## src/rtl/arbitro_esteira.sv

```systemverilog
// Shared conveyor-motor arbiter: round-robin grant of one motor among three
// destination requests, with alarm pause, movement timeout and done handshake.
module arbitro_esteira #(
  parameter int TIMEOUT_CICLOS = 500000000,
  parameter int TIMER_W        = 29
) (
  input  logic       clk,
  input  logic       reset,
  input  logic [2:0] req,
  input  logic [2:0] sensor,
  input  logic       alarme_rolha,
  output logic       motor_ativo,
  output logic [2:0] grant,
  output logic [2:0] done,
  output logic       ocupado,
  output logic       erro_timeout
);

  localparam logic [2:0] OCIOSO    = 3'd0;
  localparam logic [2:0] MOVENDO   = 3'd1;
  localparam logic [2:0] PAUSADO   = 3'd2;
  localparam logic [2:0] CONCLUIDO = 3'd3;
  localparam logic [2:0] ERRO      = 3'd4;

  localparam logic [TIMER_W-1:0] TIMER_LAST = TIMER_W'(TIMEOUT_CICLOS - 1);

  logic [2:0]         state_q, state_d;
  logic [TIMER_W-1:0] timer_q, timer_d;
  logic [1:0]         ptr_q, ptr_d;
  logic [2:0]         grant_q, grant_d;
  logic [2:0]         sync1_q, sync2_q;
  logic               motor_q;
  logic [2:0]         done_q;
  logic               ocupado_q;
  logic               erro_q;

  logic [1:0] cand [3];
  logic       win_valid;
  logic [1:0] win_idx;
  logic       req_g;
  logic       sens_g;

  function automatic logic [1:0] rr_step(input logic [1:0] p, input int n);
    int s;
    s = (int'(p) + n) % 3;
    return s[1:0];
  endfunction

  // cand[0] is the highest-priority index: the one right after the last winner
  for (genvar gi = 0; gi < 3; gi++) begin : g_cand
    assign cand[gi] = rr_step(ptr_q, gi + 1);
  end

  always_comb begin
    win_valid = 1'b0;
    win_idx   = ptr_q;
    for (int k = 2; k >= 0; k--) begin
      if (req[cand[k]]) begin
        win_valid = 1'b1;
        win_idx   = cand[k];
      end
    end
  end

  assign req_g  = |(req & grant_q);
  assign sens_g = |(sync2_q & grant_q);

  always_comb begin
    state_d = state_q;
    timer_d = timer_q;
    ptr_d   = ptr_q;
    grant_d = grant_q;
    case (state_q)
      OCIOSO: begin
        if (win_valid && !alarme_rolha) begin
          grant_d = 3'b001 << win_idx;
          ptr_d   = win_idx;
          timer_d = '0;
          state_d = MOVENDO;
        end
      end
      MOVENDO: begin
        if (!req_g) begin
          state_d = OCIOSO;
          grant_d = '0;
        end else if (sens_g) begin
          state_d = CONCLUIDO;
        end else if (alarme_rolha) begin
          state_d = PAUSADO;
        end else if (timer_q == TIMER_LAST) begin
          state_d = ERRO;
        end else begin
          timer_d = timer_q + 1'b1;
        end
      end
      PAUSADO: begin
        if (!req_g) begin
          state_d = OCIOSO;
          grant_d = '0;
        end else if (!alarme_rolha) begin
          state_d = MOVENDO;
        end
      end
      CONCLUIDO, ERRO: begin
        if (!req_g) begin
          state_d = OCIOSO;
          grant_d = '0;
        end
      end
      default: begin
        state_d = OCIOSO;
        grant_d = '0;
      end
    endcase
  end

  // Outputs are registered from the next state so they line up with state_q
  always_ff @(posedge clk or negedge reset) begin
    if (!reset) begin
      state_q   <= OCIOSO;
      timer_q   <= '0;
      ptr_q     <= 2'd2;
      grant_q   <= '0;
      sync1_q   <= '0;
      sync2_q   <= '0;
      motor_q   <= 1'b0;
      done_q    <= '0;
      ocupado_q <= 1'b0;
      erro_q    <= 1'b0;
    end else begin
      state_q   <= state_d;
      timer_q   <= timer_d;
      ptr_q     <= ptr_d;
      grant_q   <= grant_d;
      sync1_q   <= sensor;
      sync2_q   <= sync1_q;
      motor_q   <= (state_d == MOVENDO);
      done_q    <= (state_d == CONCLUIDO) ? grant_d : 3'b000;
      ocupado_q <= (state_d != OCIOSO);
      erro_q    <= (state_d == ERRO);
    end
  end

  assign motor_ativo  = motor_q;
  assign grant        = grant_q;
  assign done         = done_q;
  assign ocupado      = ocupado_q;
  assign erro_timeout = erro_q;

endmodule

```

## config.mk

```make
export PLATFORM = sky130hd
export DESIGN_NAME = arbitro_esteira
export DESIGN_NICKNAME = d
export VERILOG_FILES = /design/src/rtl/arbitro_esteira.sv
export SDC_FILE = /design/constraint.sdc
export NUM_CORES = 1
export LEC_CHECK = 0
export CORE_ASPECT_RATIO = 0.75
export CORE_MARGIN = 5
export CORE_UTILIZATION = 38
export CTS_CLUSTER_SIZE = 8
export DETAILED_ROUTE_END_ITERATION = 7
export SLEW_MARGIN = 20
export SYNTH_ARGS = -nofsm -noshare
export SYNTH_HDL_FRONTEND = slang
export SYNTH_SLANG_ARGS = --single-unit
```

## constraint.sdc

```tcl
create_clock -name clk -period 6.45 [get_ports clk]
set_input_delay 1.935 -clock clk [delete_from_list [all_inputs] [get_ports clk]]
set_output_delay 1.935 -clock clk [all_outputs]
set_load 0.02 [all_outputs]
```

==> flow_summary.ini <==
[synthesis]
synthFlopType = dfrtp_1
synth_simple_gate_area_share_pct = 24.55
avgSynthCellArea_um2 = 9.949
synthTopCellsByCount = 48 x dfrtp_1, 30 x nor2_1, 25 x nand2_1
async_flop_share_pct = 100.0
syn-num-nets = 263
netlist_area_um2 = 2477
synth_seq_area_share_pct = 49.55
yosysTopAreaCell = dfrtp_1
synth_top_family_by_area = simple AND/OR/NAND/NOR gates
synth_cell_types = 50
synth_cells = 249
synth.top_cells.by_area = dfrtp_1 48%, xor2_1 5.7%, nor2_1 4.5%, nand2_1 3.8%, o21ai_0 2.6%
synth_edf_count = 0
synth_top_area_share_pct = 48.48
synth-compound-area-share_pct = 12.37
muxShareOfSynthArea_pct = 1.263
synth_warnings = 0
synth_fa_ha_area_share_pct = 2.929
ys_ff_latch = 49
synth.most_common_cell = dfrtp_1
synth_xor_area_share_pct = 7.071

[sta]
tns_ps = 0
setup_viol = 0
max_freq_mhz = 232.3
worstMarginPinSlew_ps = 910.2
fin_skew_ps = 10.36
hold_viol = 0
timing.hold.ws_ps = 358.7
timing.final.crit_period_ps = 4305
rsz0062_at_grt = no
maxSlewViolCount = 0
max_slew_margin_pct = 37.75
finalCritPeriodShare_pct = 66.75

[setup_path]
worst_setup_path_start_kind = input pin
slowest_delay_ps = 690
worst-path-max-fanout = 19
reg2reg_to = ocupado
r2r_slack_ps = 3500
critPathKind = in -> reg
crit_path_top_delay_cell = o311a_1
reg2reg_depth = 9
arrival_ps = 4530
crit-reg2reg-launch = ptr_q[0]
endpoint_kind = register
cp.required_ps = 6670
crit_chain = clkdlybuf4s50_1 -> a21bo_2 -> a32oi_1 -> o311a_1 -> buf_4 -> a211oi_2 -> nand2b_1 -> a21oi_1

[run]
drv_cap = 0

[route]
dr_total_vias = 1875
detailedRoute.firstIterationViolations = 80
routed_wl_um = 5026
top_layer = met4
met3_length_um = 125
drc_errors = 0
ant_nets = 0
routed_via_density = 5.372
wl_met1_um = 2772
wire_per_inst_um = 14.40
dr_wl_met2_um = 2057
drt-pass1-iter-count = 4

[place]
gp_congestion = 0.7615
io_buffers = 17
place_area_um2 = 2720
dp_hpwl_um = 3528

[final_layout]
final_cell_area_um2 = 2806
drive_gt1_share_pct = 7.463
num_antenna_cells = 0
post-route-util_pct = 44.42
layout.nets = 281
area_growth_pct = 13.28

[clocking]
clk_path_buf_depth = 2
postCtsResizedCells = 0
clkSinkCount = 49
hold_buffers = 0
cts_made_buffers = 5
tritoncts = yes
root_buffer = clkbuf_8
clk_latency_ps = 310
cts.htree.levels = 2
clkTransAtPathRegs_ps = 80
post_cts_buffers = 0

[power]
peakVddDrop_mv = 0.1091
p_per_area_nw_per_um2 = 309.5
leakage_nw = 1.192

[die]
rows = 25
coreArea_um2 = 6319
io_pins = 18
dieArea_um2 = 8251
chipWidth_um = 103.2
initial_utilization_pct = 39.21
die_h_um = 79.93

[min_path]
hold_path_end = sync2_q[1]
hp-start = sync1_q[1]
min_path_cells = 0
hold_path_class = reg -> reg

[grt]
grt_max_degree = 50
grt_usage_pct = 13.07
grt_remaining_overflow = 0
grt_antenna_before_repair = 0
grt_pass1_vias = 1730
grt_pass1_wl_um = 8480

[outcome]
status = complete, no violations
[area by class of cell]
| type | count | area (um2) |
|---|---|---|
| Inverter | 6 | 22.52 |
| Timing Repair Buffer | 18 | 175.2 |
| Clock buffer | 5 | 68.82 |
| Fill cell | 627 | 3512 |
| Tap cell | 81 | 101.3 |
| Sequential cell | 49 | 1227 |
| Clock inverter | 3 | 17.52 |
| Multi-Input combinational cell | 187 | 1194 |
[sequential cells by signal (all words and copies together), names as in the netlist]
signal and count:
sync2_q 3, grant 3, erro_timeout 1, state_q 3
ptr_q 2, sync1_q 3, motor_ativo 1, done 3
ocupado 1, timer_q 29
[worst max-delay path by stage]
stage                  from           to  cells after the start
2_1_floorplan  alarme_rolha  timer_q[21]                      6
3_3_place_gp         req[0]      done[2]                      8
3_5_place_dp         req[0]      done[2]                      8
4_1_cts              req[0]      done[2]                      8
5_1_grt              req[0]      done[2]                      8
6_report             req[0]      done[2]                      8
[through the flow]
stage,total power [mW],cells,setup slack [ps]
final,0.8685,349,2145
after detailed placement,0.6944,341,1808
after floorplan,0.5909,249,2575
after global placement,0.6878,341,1836
after CTS,0.8747,349,2130
after global routing,0.9190,349,1933
[logic make-up after synthesis]
kind of cell	count (synthesis)
adder cells (fa/ha/maj)	6
AND/OR/NAND/NOR	115
multiplexers	3
buffers and inverters	13
flip-flops	49
XOR/XNOR	20
AO/OA/AOI/OAI	43
[per-layer routing]
layer / up-vias / track usage (%)
met5: - / 0
met4: 0 / 4.269
met3: 8 / 2.707
met2: 29 / 18.05
met1: 916 / 20.04
li1: 922 / -
[cell usage in the layout, fill, tap and decap left out, types with 6 or more instances in the layout]
cell type,instances
dfrtp_1,48
nor2_1,30
nand2_1,25
xor2_1,16
clkdlybuf4s50_1,16
o21ai_0,13
a21oi_1,11
nand3_1,10
nand4_1,7
or3_1,7
inv_1,6
and3_1,6
nor2b_1,6
[power by group]
part,total (mW),internal (mW),switching [mW]
Combinational,0.324,0.131,0.192
Clock,0.179,0.0750,0.104
Sequential,0.366,0.339,0.0263
[critical path, delay by kind of cell]
kind            cells  cell delay (ps)
simple gates        1              230
compound gates      5             1410
buf+inv             2              940
Power figures use the tool's default switching activity.
